File: src/rtl/mfe_lcd_hd44780_controller.sv
// ---------------------------------------------------------------------------
// mfe_lcd_hd44780_controller
//
// HD44780-class character-LCD bus controller. Takes one command/data byte per
// vld/ready handshake and sequences RS/RW/EN/data with programmable address
// setup, enable pulse width, inter-nibble gap and execution wait. Supports an
// 8-bit or 4-bit LCD bus; in 4-bit mode a byte goes out high nibble first, or
// as a single high nibble when nib is set (used during 4-bit init).
//
// Optional feature (macro MFE_LCD_BUSY_FLAG_EN): the fixed execution wait is
// replaced by busy-flag polling, with T_LW+1 cycles as the poll timeout.
// Without the macro, lcd_rw is tied 0, lcd_data_oe tied 1 and lcd_data_i is
// unused.
//
// Parameters:
//   BUS_WIDTH  LCD data bus width, 8 or 4
//   T_AS       address setup cycles minus 1
//   T_PW       EN high cycles minus 1
//   T_NG       EN-low gap between nibbles minus 1 (4-bit only)
//   T_SW       short execution wait minus 1
//   T_LW       long execution wait minus 1; also busy-poll timeout
//   T_WIDTH    timer width
//
// Ports:
//   clk, rst_n          clock, asynchronous active-low reset
//   cmd, dat, nib, lwt  request fields, latched on vld && ready
//   vld, ready          request handshake; ready is high only in IDLE
//   lcd_rs, lcd_rw      register select, read/write select
//   lcd_en              registered enable strobe
//   lcd_data_o/_i/_oe   data pins out, data pins in, output enable
// ---------------------------------------------------------------------------
module mfe_lcd_hd44780_controller #(
   parameter int BUS_WIDTH = 8,
   parameter int T_AS      = 6,
   parameter int T_PW      = 24,
   parameter int T_NG      = 24,
   parameter int T_SW      = 5000,
   parameter int T_LW      = 180000,
   parameter int T_WIDTH   = 18
) (
   input  logic                 clk,
   input  logic                 rst_n,
   input  logic                 cmd,
   input  logic [7:0]           dat,
   input  logic                 nib,
   input  logic                 lwt,
   input  logic                 vld,
   output logic                 ready,
   output logic                 lcd_rs,
   output logic                 lcd_rw,
   output logic                 lcd_en,
   output logic [BUS_WIDTH-1:0] lcd_data_o,
   input  logic [BUS_WIDTH-1:0] lcd_data_i,
   output logic                 lcd_data_oe
);

   localparam bit FOUR_BIT = (BUS_WIDTH == 4);

   localparam logic [T_WIDTH-1:0] LIM_AS = T_WIDTH'(T_AS);
   localparam logic [T_WIDTH-1:0] LIM_PW = T_WIDTH'(T_PW);
   localparam logic [T_WIDTH-1:0] LIM_NG = T_WIDTH'(T_NG);
   localparam logic [T_WIDTH-1:0] LIM_SW = T_WIDTH'(T_SW);
   localparam logic [T_WIDTH-1:0] LIM_LW = T_WIDTH'(T_LW);

   typedef enum logic [2:0] {
      IDLE,
      SETUP,
      PULSE,
      GAP,
      WAIT,
      BF_SETUP,
      BF_PULSE,
      BF_GAP
   } state_t;

   state_t               state_q, state_d;
   logic [T_WIDTH-1:0]   timer_q, timer_d;
   logic                 cmd_q, cmd_d;
   logic [7:0]           dat_q, dat_d;
   logic                 nib_q, nib_d;
   logic                 lwt_q, lwt_d;
   logic                 phase_q, phase_d;
   logic                 lcd_en_q, lcd_en_d;
   logic [T_WIDTH-1:0]   wait_lim;

`ifdef MFE_LCD_BUSY_FLAG_EN
   logic                 busy_q, busy_d;
   logic [T_WIDTH-1:0]   poll_q, poll_d;
   logic                 polling;
   logic                 busy_now;
   logic                 unused_lwt;

   assign polling    = (state_q == BF_SETUP) || (state_q == BF_PULSE) ||
                       (state_q == BF_GAP);
   // 8-bit polls decide on the live pin; 4-bit polls use the flag captured
   // during the first (high-nibble) read pulse.
   assign busy_now   = FOUR_BIT ? busy_q : lcd_data_i[BUS_WIDTH-1];
   assign unused_lwt = lwt_q;
`else
   logic                 unused_data_i;
   assign unused_data_i = ^lcd_data_i;
`endif

   assign wait_lim = lwt_q ? LIM_LW : LIM_SW;

   // Next-state, request latching and timer control.
   always_comb begin
      state_d  = state_q;
      cmd_d    = cmd_q;
      dat_d    = dat_q;
      nib_d    = nib_q;
      lwt_d    = lwt_q;
      phase_d  = phase_q;
`ifdef MFE_LCD_BUSY_FLAG_EN
      busy_d   = busy_q;
      poll_d   = polling ? (poll_q + T_WIDTH'(1)) : '0;
`endif

      case (state_q)
         IDLE: begin
            if (vld) begin
               state_d = SETUP;
               cmd_d   = cmd;
               dat_d   = dat;
               nib_d   = nib;
               lwt_d   = lwt;
               phase_d = 1'b0;
            end
         end
         SETUP: begin
            if (timer_q == LIM_AS) begin
               state_d = PULSE;
            end
         end
         PULSE: begin
            if (timer_q == LIM_PW) begin
               if (FOUR_BIT && !phase_q && !nib_q) begin
                  state_d = GAP;
               end else begin
`ifdef MFE_LCD_BUSY_FLAG_EN
                  state_d = BF_SETUP;
                  phase_d = 1'b0;
`else
                  state_d = WAIT;
`endif
               end
            end
         end
         GAP: begin
            // The nibble select flips only here, once EN has fallen, so the
            // high nibble stays on the pins for the whole registered pulse.
            if (timer_q == LIM_NG) begin
               state_d = SETUP;
               phase_d = 1'b1;
            end
         end
         WAIT: begin
            if (timer_q == wait_lim) begin
               state_d = IDLE;
            end
         end
`ifdef MFE_LCD_BUSY_FLAG_EN
         BF_SETUP: begin
            if (timer_q == LIM_AS) begin
               state_d = BF_PULSE;
            end
         end
         BF_PULSE: begin
            if (timer_q == LIM_PW) begin
               if (FOUR_BIT && !phase_q) begin
                  state_d = BF_GAP;
                  busy_d  = lcd_data_i[BUS_WIDTH-1];
               end else begin
                  state_d = busy_now ? BF_SETUP : IDLE;
                  phase_d = 1'b0;
               end
            end
         end
         BF_GAP: begin
            if (timer_q == LIM_NG) begin
               state_d = BF_PULSE;
               phase_d = 1'b1;
            end
         end
`endif
         default: begin
            state_d = IDLE;
         end
      endcase

`ifdef MFE_LCD_BUSY_FLAG_EN
      // A stuck busy flag must not hang the sequencer.
      if (polling && (poll_q == LIM_LW)) begin
         state_d = IDLE;
         phase_d = 1'b0;
      end
`endif

      if ((state_q == IDLE) || (state_d != state_q)) begin
         timer_d = '0;
      end else begin
         timer_d = timer_q + T_WIDTH'(1);
      end

      // EN follows the state one cycle late, giving a glitch-free pin.
      lcd_en_d = (state_q == PULSE) || (state_q == BF_PULSE);
   end

   // State and datapath registers.
   always_ff @(posedge clk or negedge rst_n) begin
      if (!rst_n) begin
         state_q  <= IDLE;
         timer_q  <= '0;
         cmd_q    <= 1'b1;
         dat_q    <= '0;
         nib_q    <= 1'b0;
         lwt_q    <= 1'b0;
         phase_q  <= 1'b0;
         lcd_en_q <= 1'b0;
      end else begin
         state_q  <= state_d;
         timer_q  <= timer_d;
         cmd_q    <= cmd_d;
         dat_q    <= dat_d;
         nib_q    <= nib_d;
         lwt_q    <= lwt_d;
         phase_q  <= phase_d;
         lcd_en_q <= lcd_en_d;
      end
   end

`ifdef MFE_LCD_BUSY_FLAG_EN
   // Busy-poll bookkeeping.
   always_ff @(posedge clk or negedge rst_n) begin
      if (!rst_n) begin
         busy_q <= 1'b0;
         poll_q <= '0;
      end else begin
         busy_q <= busy_d;
         poll_q <= poll_d;
      end
   end

   assign lcd_rs      = polling ? 1'b0 : ~cmd_q;
   assign lcd_rw      = polling;
   assign lcd_data_oe = ~polling;
`else
   assign lcd_rs      = ~cmd_q;
   assign lcd_rw      = 1'b0;
   assign lcd_data_oe = 1'b1;
`endif

   assign ready  = (state_q == IDLE);
   assign lcd_en = lcd_en_q;

   generate
      if (BUS_WIDTH == 8) begin : g_bus8
         assign lcd_data_o = dat_q;
      end else begin : g_bus4
         assign lcd_data_o = phase_q ? dat_q[3:0] : dat_q[7:4];
      end
   endgenerate

endmodule
File: config.mk
export PLATFORM = sky130hd
export DESIGN_NAME = mfe_lcd_hd44780_controller
export DESIGN_NICKNAME = d
export VERILOG_FILES = /design/src/rtl/mfe_lcd_hd44780_controller.sv
export SDC_FILE = /design/constraint.sdc
export NUM_CORES = 1
export LEC_CHECK = 0
export CORE_ASPECT_RATIO = 0.5
export CORE_MARGIN = 5
export CORE_UTILIZATION = 50
export DETAILED_ROUTE_END_ITERATION = 10
export PLACE_DENSITY_LB_ADDON = 0.25
export SETUP_SLACK_MARGIN = 0.4
export SLEW_MARGIN = 20
export SYNTH_ARGS = -nofsm -noshare
export SYNTH_HDL_FRONTEND = slang
export SYNTH_SLANG_ARGS = --single-unit
export TNS_END_PERCENT = 20
File: constraint.sdc
create_clock -name clk -period 5.25 [get_ports clk]
set_input_delay 1.3125 -clock clk [delete_from_list [all_inputs] [get_ports clk]]
set_output_delay 1.3125 -clock clk [all_outputs]
set_load 0.01 [all_outputs]
==> After elaboration in Yosys (flattened, before gate mapping) <==
Index checks and enable logic that the tools add are counted.
{ "op_classes": {"add_sub_neg": 1, "eq_ne": 9, "n_mux": 8, "bitwise": 1, "n_reduce_logical": 4} }
{ "op_table": {"columns": ["op", "n"], "rows": [
  ["$mux W18", 2],
  ["$add A18 B1 Y18 const B", 1],
  ["$eq A18 B18 Y1", 1],
  ["$eq A18 B3 Y1 const B", 1],
  ["$eq A18 B5 Y1 const B", 1],
  ["$mux W3", 5],
  ["$pmux W3 S5", 1],
  ["$eq A3 B2 Y1 const B", 2],
  ["$eq A3 B3 Y1 const B", 2],
  ["$eq A3 B1 Y1 const B", 1],
  ["$logic_not A3 Y1", 1],
  ["$ne A3 B3 Y1", 1],
  ["$logic_or A1 B1 Y1", 2],
  ["$reduce_and A2 Y1", 1],
  ["$not A1 Y1", 1]
]} }
{ "word_totals": {"regBits": 32, "in_bits": 22, "output_inout_bits": 13, "word_cells": 29} }

==> Depth between registers and ports, before layout <==
Gate-level depths: netlist of run 1.
{ "depth": {"word_depth": 7, "ltp_mapped": 7, "ltp_nobuf": 6} }

==> Least setup slack after synthesis of run 1 <==
Ideal clock, no wire load.
{ "synth_timing": {"kind": "input-to-reg", "start": "input vld", "end": "register dat_q[1], in the netlist lcd_data_o[1]", "setup_time_ns": 0.125, "arrival_ns": 2.113, "required_ns": 5.125, "slack_ns": 3.012, "cell_stages": 3, "n_path_buf": 1, "cell_sequence": "and2_1 -> clkbuf_1 -> mux2_2"} }
{ "synth_via": {"elab_chain_cells": 1} }
{ "synth_rtl": {"columns": ["item", "line_no", "text"], "rows": [
  ["start: declaration", "47", "input logic vld,"],
  ["$reduce_and A2 Y1 (no line)", null, null],
  ["end signal: assignment", "224", "dat_q <= dat_d;"],
  ["end: declaration", "79", "logic [7:0] dat_q, dat_d;"]
]} }
No other way between the ends.
A chain may end at the register's enable or synchronous reset.

==> Worst setup path in the final report of run 1 <==
{ "layout_timing": {"start": "register state_q[2]", "end": "output ready"} }
{ "layout_via": {"elab_chain_cells": 1} }
{ "layout_rtl": {"columns": ["item", "line_no", "text"], "rows": [
  ["start: declaration", "76", "state_t state_q, state_d;"],
  ["start signal: assignment", "221", "state_q <= state_d;"],
  ["$logic_not A3 Y1", "253", "assign ready = (state_q == IDLE);"],
  ["end: declaration", "48", "output logic ready,"]
]} }
No other way between the ends.

==> summary.md, run 1 <==
| Metric | Value |
|---|---|
| Share of cells above drive strength 1 | `14.5%` |
| Worst slew margin | `roughly 46%` |
| Min-delay worst type | `flip-flop to flip-flop` |
| Sink Count | `32` |
| Top cell type's share of synthesized area | `46.2%` |
| TNS Setup | `0 ns` |
| # hold bufs at CTS | `0` |
| Yosys reg bits | `32` |
| Post-route ant nets | `0` |
| Nets | `203` |
| Synth Area in Simple Gates | `17.2%` |
| Die X | `92.0 µm` |
| Gr usage total | `17.3%` |
| Root Buffer Master | `clkbuf_8` |
| Starting Density | `between 50 and 60%` |
| RSZ-0062 raised after global routing | `no` |
| Crit. End Element | `output pin` |
| Arrival time at the worst endpoint | `1.57 ns` |
| Post-CTS Setup Inserts | `0` |
| Leading area contributor after synthesis | `dfrtp_1` |
| Met1 GRT Util | `22.9%` |
| Via density | `~6` |
| Min Hold Slack | `0.505 ns` |
| First-pass GRT wire length | `6310 µm` |
| Post-route insts no fill | `approximately 220` |
| Mux cell area share after synthesis | `6.04%` |
| Number of remaining DRC errors | `0` |
| Remaining global-route overflow | `0` |
| Antenna violations before repair | `0` |
| Max Slew Vio Count | `0` |
| Mapped Avg Cell Area | `10.8 µm²` |
| Synth cell count leaders | `dfrtp_1 (31), a31oi_1 (14), mux2_2 (9), xnor2_1 (9), inv_1 (8)` |
| Most frequent cell after synthesis | `dfrtp_1` |
| Fin worst setup slack | `~2.4 ns` |
| Measured slew at the worst slew-check pin | `between 0.8 and 0.9 ns` |
| Critical Path RT | `between 3 and 4 ns` |
| Clock buffer count from CTS | `5` |
| Vias in the first global route | `1251` |
| Sequential cell area | `roughly 800 µm²` |
| Port Buffer Count | `23` |
| Post-synthesis xor/xnor area fraction | `between 6 and 7%` |
| Vias | `1313` |
| Post-Syn Instances | `about 160` |
| Worst vdd ir | `around 0.00013 V` |
| DR iter-0 viols | `between 70 and 80` |
| Status | `finished clean` |
| Crit-path max FO | `6` |
| Avg WL per Cell | `16.6 µm` |
| MaxCap Viol Count | `0` |
| Startpoint Class | `flip-flop` |
| Die Ht | `51.0 µm` |
| Clk_lat worst skew | `0.29 ns` |
| PwrDens | `between 400 and 500 nW/µm²` |
| Synth-to-Final Area Change | `21.0%` |
| Ranking of synthesized cells by area | `dfrtp_1 (46%), mux2_2 (6.0%), a31oi_1 (5.2%)` |
| Crit path kind | `flip-flop to output pin` |
| Post-synth cell types | `38` |
| Crit-path slowest cell | `clkdlybuf4s50_1` |
| Syn Nets | `180` |
| CTS Buffer Depth | `2` |
| Fmax | `~0.35 GHz` |
| # setup viols final | `0` |
| Post-CTS sizing | `0` |
| Hold Vio Cnt, Final | `0` |
| Clock-pin slew on the worst setup and hold paths | `around 0.070 ns` |
| Flop2flop setup slack | `2.89 ns` |
| Routing usage on met2 | `a little over a quarter` |
| Die area | `4690 µm²` |
| GR peak layer | `met2` |
| EDFF count, synth | `0` |
| Post-synth ARST share | `100%` |
| Top_reg_cell synth | `dfrtp_1` |
| ANT cells | `0` |
| # H-tree levels | `2` |
| Fin crit share | `54.9%` |
| Clk_skew | `0.00582 ns` |
| Largest net degree at the start of global routing | `33` |
| Gp weighted congestion | `0.824` |
| CTS tree | `built` |
| 1st-pass router iterations | `4` |
| CP cell instances | `nor3_1 > clkdlybuf4s50_1` |
| Complex-gate fraction of the synthesized area | `15.5%` |
| Min Tclk post-route | `between 2 and 3 ns` |
| Synth Warn # | `0` |
| Final wirelength | `3640 µm` |
| Syn Std Cell Area | `1680 µm²` |
| Met3 GRT Util | `under 10%` |
| Multi-input gate area | `801 µm²` |
| Seq/Total Area, Yosys | `roughly 48%` |
| # placed instances | `211` |
| Largest family of logic cells by synthesized area | `simple AND/OR/NAND/NOR gates` |
| Post-layout util | `approximately 65%` |
| Lkg Pwr | `0.765 nW` |
| Worst slack at placement | `2.53 ns` |
| Placeable Area | `between 3000 and 4000 µm²` |
| Synth Area in Adders | `2.24%` |
| Top Ports | `35` |
| CP max stage delay | `a little under 0.6 ns` |
| Post-detail-place hpwl | `2520 µm` |
| # fillers | `roughly 240` |
| Rows | `14` |
==> per-stage QoR <==
stage          area [µm²]  total power, mW
3_5_place_dp         1920            0.681
2_1_floorplan        1680            0.553
4_1_cts              2030            0.919
6_report             2030            0.913
5_1_grt              2030            0.971
3_3_place_gp         1920            0.668
==> final timing paths <==
path                                             from               endpoint  cells past startpoint
worst min-delay path                cmd_q$_DFFE_PN1P_      cmd_q$_DFFE_PN1P_                      2
min in group asynchronous                       rst_n   timer_q[3]$_DFF_PN0_                      2
worst max-delay path             state_q[2]$_DFF_PN0_                  ready                      2
max in group asynchronous                       rst_n      cmd_q$_DFFE_PN1P_                      2
worst max register to register  timer_q[13]$_DFF_PN0_  timer_q[16]$_DFF_PN0_                      4
worst min register to register      cmd_q$_DFFE_PN1P_      cmd_q$_DFFE_PN1P_                      2
==> registers in the layout (all words and copies together) (netlist names) <==
name	flops
timer_q	18
lcd_data_o	8
state_q	3
cmd_q	1
lcd_en	1
lwt_q	1
==> metal layers <==
| metal | vias up | part of all wire [%] |
|---|---|---|
| li1 | 628 | - |
| met1 | 635 | 48 |
| met2 | 45 | 44 |
| met3 | 5 | 6.5 |
| met4 | 0 | 1.2 |
| met5 | - | 0 |
==> placed cells by master (no fill, tap or decap), types with 2 or more instances in the layout <==
master	netlist	routed
a21oi_1	2	2
a31oi_1	14	14
a32oi_1	4	4
clkbuf_8	0	5
clkdlybuf4s50_1	0	23
conb_1	2	2
dfrtp_1	31	31
ha_1	3	3
inv_1	8	8
mux2_2	9	9
nand2_1	6	6
nand3_1	6	6
nand3_2	2	2
nand4_1	5	5
nand4b_1	2	2
nor2_1	7	7
nor3_1	3	3
nor4_1	6	6
o21ai_0	3	3
o31ai_1	3	3
or3_1	2	2
or4_1	4	4
xnor2_1	9	9
xor2_1	3	3
==> critical path: cells and delay by family, from the launching register on <==
kind,cells,cell delay (ns)
buffers and inverters,1,0.58
flip-flops,1,0.46
AND/OR/NAND/NOR,1,0.25
==> kinds of logic (layout without fill, tap and decap cells) <==
group / after synthesis / count (layout)
AO/OA/AOI/OAI: 33 / 33
XOR/XNOR: 12 / 12
adder cells (fa/ha/maj): 3 / 3
buffers and inverters: 16 / 40
flip-flops: 32 / 32
multiplexers: 9 / 9
other: 2 / 2
AND/OR/NAND/NOR: 48 / 48
==> report_power, final <==
group          leakage [nW]  internal (mW)  switching [mW]
Sequential            0.415          0.313          0.0589
Clock                0.0541          0.140          0.0977
Combinational         0.296          0.151           0.153
Total                 0.765          0.604           0.310
==> layout make-up <==
cell class	instances	area share, %
Clock buffer	5	3.39
Clock inverter	3	2.09
Inverter	8	1.48
Multi-Input combinational cell	107	39.4
Sequential cell	32	39.5
Tap cell	40	2.46
Timing Repair Buffer	24	11.7
(Power assumes the default switching activity.)
==> inputs of run 2 (changes only) <==
--- a/config.mk
+++ b/config.mk
@@ -7,7 +7,7 @@
 export LEC_CHECK = 0
 export CORE_ASPECT_RATIO = 0.5
 export CORE_MARGIN = 5
-export CORE_UTILIZATION = 50
+export CORE_UTILIZATION = 45
 export DETAILED_ROUTE_END_ITERATION = 10
 export PLACE_DENSITY_LB_ADDON = 0.25
 export SETUP_SLACK_MARGIN = 0.4
==> constraint.sdc (replaced) <==
create_clock -name clk -period 2.57 [get_ports clk]
set_input_delay 0.6425 -clock clk [delete_from_list [all_inputs] [get_ports clk]]
set_output_delay 0.6425 -clock clk [all_outputs]
set_load 0.01 [all_outputs]
==> summary.md, run 2 (synthesized netlist as in run 1, its figures left out) <==
| Metric | Value |
|---|---|
| Status | `finished clean` |
| Die X | `96.4 µm (+4.8%)` |
| MaxCap Viol Count | `0 (unchanged)` |
| Nets | `206 (+1.5%)` |
| Startpoint Class | `flip-flop` |
| Clk_skew | `0.00532 ns (-0.000498 ns)` |
| CP max stage delay | `0.47 ns (-0.11 ns)` |
| First-pass GRT wire length | `6210 µm (-1.6%)` |
| Rows | `15 (+1)` |
| Sink Count | `32 (unchanged)` |
| Largest reg by FF count | `timer_q` |
| Clock buffer count from CTS | `5 (unchanged)` |
| 1st-pass router iterations | `4 (unchanged)` |
| Max reg flops | `18 (unchanged)` |
| Crit-path slowest cell | `or3_1` |
| Root Buffer Master | `clkbuf_8` |
| Worst vdd ir | `0.000254 V (+100%)` |
| Most common cell after layout, fill and taps aside | `dfrtp_1` |
| Post-layout util | `58.6% (-6.6 points)` |
| CP cell instances | `ha_1 > nand4_1 > or3_1 > or4_1 > a32oi_1` |
| Hold Startpoint | `timer_q[0]$_DFF_PN0_` |
| Share of cells above drive strength 1 | `15.9% (+1.4 points)` |
| Synth-to-Final Area Change | `22.4%` |
| Flop2flop setup slack | `0.57 ns (-2.32 ns)` |
| Most frequent cells in the layout | `dfrtp_1 (31), clkdlybuf4s50_1 (22), a31oi_1 (14)` |
| PwrDens | `876 nW/µm² (+95%)` |
| Crit-path max FO | `5 (-1)` |
| Final wirelength | `3580 µm (-1.6%)` |
| Vias | `1320 (+0.53%)` |
| Arrival time at the worst endpoint | `2.19 ns (+0.62 ns)` |
| Die area | `5130 µm² (+9.4%)` |
| Critical Path RT | `2.77 ns (-1.17 ns)` |
| Worst r2r src | `timer_q[1]$_DFF_PN0_` |
| Antenna violations before repair | `0 (unchanged)` |
| Largest net degree at the start of global routing | `33 (unchanged)` |
| Final Cell Area | `2060 µm² (+1.2%)` |
| DR iter-0 viols | `102 (+38%)` |
| Fmax | `0.501 GHz` |
| Pwr Total | `1.80 mW (+97%)` |
| Worst slack at placement | `0.486 ns (-2.04 ns)` |
| CTS tree | `built` |
| Fin worst setup slack | `0.574 ns (-1.79 ns)` |
| Placeable Area | `3510 µm² (+13%)` |
| Crit. End Element | `flip-flop` |
| Crit path kind | `flip-flop to flip-flop` |
| Post-detail-place hpwl | `2480 µm (-1.9%)` |
| TNS Setup | `0 ns (unchanged)` |
| Fin crit share | `approximately 78%` |
| Min Hold Slack | `0.502 ns (-0.00248 ns)` |
| Port Buffer Count | `23 (unchanged)` |
| Clk_lat worst skew | `0.28 ns (about the same)` |
| Via density | `5.67 (-5.5%)` |
| Remaining global-route overflow | `0 (unchanged)` |
| Post-route ant nets | `0 (unchanged)` |
| CP delay by family, top | `simple AND/OR/NAND/NOR gates` |
| RSZ-0062 raised after global routing | `no` |
| Hold EP | `timer_q[0]$_DFF_PN0_` |
| CP Buf/Inv Count | `0 (-1)` |
| # setup viols final | `0 (unchanged)` |
| ANT cells | `0 (unchanged)` |
| Area after DPL | `1960 µm² (+1.9%)` |
| Vias in the first global route | `1348 (+7.8%)` |
| Reg2reg path depth | `5 (+1)` |
| # H-tree levels | `2 (unchanged)` |
| Starting Density | `47.8% (-6.0 points)` |
| Hold Path Cell Cnt | `1 (-1)` |
| Lkg Pwr | `0.775 nW (+1.3%)` |
| Max Slew Vio Count | `0 (unchanged)` |
| Number of remaining DRC errors | `0 (unchanged)` |
| Min Tclk post-route | `2.00 ns` |
| Post-route insts no fill | `233 (+6.4%)` |
| R2r endpoint | `timer_q[16]$_DFF_PN0_` |
| # placed instances | `225 (+6.6%)` |
| Gp weighted congestion | `0.921 (+12%)` |
| Die Ht | `53.2 µm (+4.4%)` |
| Clock-pin slew on the worst setup and hold paths | `0.07 ns (about the same)` |
| Post-CTS Setup Inserts | `0 (unchanged)` |
| Avg WL per Cell | `15.4 µm (-7.5%)` |
| Min-delay worst type | `flip-flop to flip-flop` |
| Gr usage total | `16.3% (-0.97 points)` |
| Hold Vio Cnt, Final | `0 (unchanged)` |
| CTS Buffer Depth | `2 (unchanged)` |
| Top Ports | `35 (unchanged)` |
run 2: per-layer routing:
metal	share of wire (%)	track usage [%]
met5	0	0
met3	7.4	5.82
met4	0.56	5.58
met1	48	20.4
met2	44	26.2
run 2: worst register-to-register path, stage by stage, from the launching register on:
cell,delay [ns]
dfrtp_1,0.41
ha_1,0.22
nand4_1,0.24
or3_1,0.47
or4_1,0.41
a32oi_1,0.18
run 2: how the worst max path moves through the flow:
| stage | start | end | slack (ns) | cells after the start |
|---|---|---|---|---|
| 2_1_floorplan | timer_q[0]$_DFF_PN0_ | timer_q[10]$_DFF_PN0_ | 0.70 | 7 |
| 3_3_place_gp | vld | lcd_data_o[4]$_DFFE_PN0P_ | 0.52 | 3 |
| 3_5_place_dp | timer_q[13]$_DFF_PN0_ | state_q[0]$_DFF_PN0_ | 0.49 | 4 |
| 4_1_cts | timer_q[13]$_DFF_PN0_ | state_q[0]$_DFF_PN0_ | 0.49 | 4 |
| 5_1_grt | timer_q[13]$_DFF_PN0_ | state_q[0]$_DFF_PN0_ | 0.45 | 4 |
| 6_report | timer_q[1]$_DFF_PN0_ | timer_q[16]$_DFF_PN0_ | 0.57 | 5 |
run 2: area by class of cell:
| type | instances | area [µm²] |
|---|---|---|
| fill | 307 | 1450 |
| multi-input combinational | 107 | 807 |
| sequential | 32 | 802 |
| timing repair buffer | 27 | 259 |
| clock buffer | 7 | 86.3 |
| tap | 51 | 63.8 |
| inverter | 8 | 30.0 |
| clock inverter | 1 | 7.51 |
run 2: where the power goes:
part	total, mW	internal, mW	switching, mW
clock network	0.399	0.217	0.182
logic	0.643	0.326	0.317
registers	0.759	0.639	0.121
run 2: what timing repair did:
action / in CTS / in global routing
gates resized for setup: 1 / 1
hold endpoints to repair: 0 / 0
hold buffers: 0 / 0
setup endpoints to repair: 1 / 21
==> inputs of run 3 (changes only) <==
==> constraint.sdc (replaced) <==
create_clock -name clk -period 1.65 [get_ports clk]
set_input_delay 0.4125 -clock clk [delete_from_list [all_inputs] [get_ports clk]]
set_output_delay 0.4125 -clock clk [all_outputs]
set_load 0.01 [all_outputs]
==> summary.md, run 3 (synthesized netlist as in run 1, its figures left out) <==
| Metric | Value |
|---|---|
| Post-CTS Setup Inserts | `0 (unchanged)` |
| Critical Path RT | `1.86 ns (-0.91 ns)` |
| Top Ports | `35 (unchanged)` |
| Gp weighted congestion | `0.833 (-9.5%)` |
| TNS Setup | `-4.03 ns (-4.03 ns)` |
| Share of cells above drive strength 1 | `42.7% (+27 points)` |
| Die area | `5130 µm² (unchanged)` |
| Crit-path max FO | `5 (unchanged)` |
| Clock-pin slew on the worst setup and hold paths | `0.07 ns (about the same)` |
| # hold bufs at CTS | `0 (unchanged)` |
| Critical path startpoint | `timer_q[6]$_DFF_PN0_` |
| Die X | `96.4 µm (unchanged)` |
| Remaining global-route overflow | `0 (unchanged)` |
| Via density | `5.51 (-2.8%)` |
| Starting Density | `47.8% (unchanged)` |
| Sink Count | `32 (unchanged)` |
| Crit. End Element | `flip-flop` |
| DR iter-0 viols | `97 (-4.9%)` |
| Most frequent cells in the layout | `buf_4 (40), dfrtp_1 (30), a31oi_1 (14)` |
| 1st-pass router iterations | `4 (unchanged)` |
| Sequential share of power | `34.0% (-8.1 points)` |
| Root Buffer Master | `clkbuf_8` |
| CTS Buffer Depth | `2 (unchanged)` |
| Largest reg by FF count | `timer_q` |
| Post-detail-place hpwl | `3030 µm (+22%)` |
| PwrDens | `1320 nW/µm² (+50%)` |
| Most common cell after layout, fill and taps aside | `buf_4` |
| Worst slack at placement | `-0.228 ns (-0.714 ns)` |
| Vias | `1520 (+15%)` |
| Fmax | `0.533 GHz (+6.4%)` |
| Startpoint Class | `flip-flop` |
| Failing checks | `setup timing` |
| Max Slew Vio Count | `0 (unchanged)` |
| P_sw | `1.11 mW (+80%)` |
| Clk_lat worst skew | `0.29 ns (about the same)` |
| Post-route ant nets | `0 (unchanged)` |
| Fin worst setup slack | `-0.226 ns (-0.801 ns)` |
| Port Buffer Count | `23 (unchanged)` |
| Fin crit share | `114% (+36 points)` |
| Clock buffer count from CTS | `5 (unchanged)` |
| Nets | `249 (+21%)` |
| Worst vdd ir | `0.000484 V (+90%)` |
| Comb power frac | `43.3% (+7.6 points)` |
| Min Tclk post-route | `1.88 ns (-0.119 ns)` |
| First-pass GRT wire length | `7320 µm (+18%)` |
| Switching share of power | `33.6% (-0.82 points)` |
| Lkg Pwr | `1.07 nW (+38%)` |
| Clk_skew | `0.00516 ns (-0.000158 ns)` |
| Number of remaining DRC errors | `0 (unchanged)` |
| CTS tree | `built` |
| Final Cell Area | `2520 µm² (+23%)` |
| Area after DPL | `2360 µm² (+20%)` |
| Hold Vio Cnt, Final | `0 (unchanged)` |
| Antenna violations before repair | `0 (unchanged)` |
| Crit path kind | `flip-flop to flip-flop` |
| Clk pwr share | `22.7% (+0.5 points)` |
| Rows | `15 (unchanged)` |
| Placeable Area | `3510 µm² (unchanged)` |
| Arrival time at the worst endpoint | `2.09 ns (-0.10 ns)` |
| Gr usage total | `19.1% (+2.8 points)` |
| Internal power | `2.20 mW (+86%)` |
| Worst r2r src | `timer_q[6]$_DFF_PN0_` |
| Min-delay worst type | `input pin to async pin` |
| # H-tree levels | `2 (unchanged)` |
| Max reg flops | `18 (unchanged)` |
| Final wirelength | `4390 µm (+23%)` |
| Post-route insts no fill | `276 (+18%)` |
| # placed instances | `268 (+19%)` |
| RSZ-0062 raised after global routing | `yes` |
| Status | `finished, violations left` |
| Min Hold Slack | `0.477 ns (-0.0255 ns)` |
| Avg WL per Cell | `15.9 µm (+3.5%)` |
| Largest net degree at the start of global routing | `33 (unchanged)` |
| Vias in the first global route | `1565 (+16%)` |
| # fillers | `246 (-20%)` |
| # setup viols final | `21 (+21)` |
| Die Ht | `53.2 µm (unchanged)` |
| Synth-to-Final Area Change | `50.0%` |
| MaxCap Viol Count | `0 (unchanged)` |
| ANT cells | `0 (unchanged)` |
## run 3: area by class of cell
cell class                 instances  area [µm²]  area share [%]
timing repair buffer              70         603            23.9
clock inverter                     3        42.5            1.69
tap                               51        63.8            2.53
sequential                        32         803            31.9
multi-input combinational        107         907            36.0
inverter                           8        30.0            1.19
clock buffer                       5        68.8            2.73
## run 3: final timing paths
kind,end,slack [ns],cells past startpoint
max in group asynchronous,cmd_q$_DFFE_PN1P_,0.93,2
setup / recovery,timer_q[17]$_DFF_PN0_,-0.23,5
hold / removal,timer_q[13]$_DFF_PN0_,0.48,2
setup reg to reg,timer_q[17]$_DFF_PN0_,-0.23,5
hold reg to reg,lcd_data_o[5]$_DFFE_PN0P_,0.51,1
min in group clk,lcd_data_o[5]$_DFFE_PN0P_,0.51,1
## run 3: worst max-delay path: stages, from the launching register on
cell and delay (ns):
dfrtp_1 0.42, buf_4 0.14, nand3_2 0.07, or4_4 0.53, or4_1 0.48, a32oi_1 0.16
## run 3: metrics by stage
| step | power (mW) | utilization [%] |
|---|---|---|
| CTS | 3.28 | 70.8 |
| global placement | 2.49 | 67.1 |
| detailed placement | 2.53 | 67.1 |
| global route | 3.50 | 71.8 |
| finish | 3.32 | 71.8 |
| floorplan | 1.77 | - |
## run 3: power by group through the flow
stage / logic, mW / registers (mW) / clock network, mW
floorplan: 0.588 / 1.18 / 0
global placement: 1.37 / 1.12 / 0
detailed placement: 1.40 / 1.13 / 0
CTS: 1.40 / 1.13 / 0.749
global route: 1.55 / 1.16 / 0.787
finish: 1.44 / 1.13 / 0.752
## run 3: layer usage
layer / wire [µm] / track usage, % / part of all wire, %
met5: 0 / 0 / 0
met4: 42 / 6.05 / 0.96
met3: 246 / 4.97 / 5.6
met2: 2150 / 32.9 / 49
met1: 1960 / 23.6 / 45
## run 3: what timing repair did
item,4_1_cts,5_1_grt
pin swaps,7,3
gates resized for setup,64,5
hold endpoints to repair,0,0
endpoints found under the setup margin,41,36
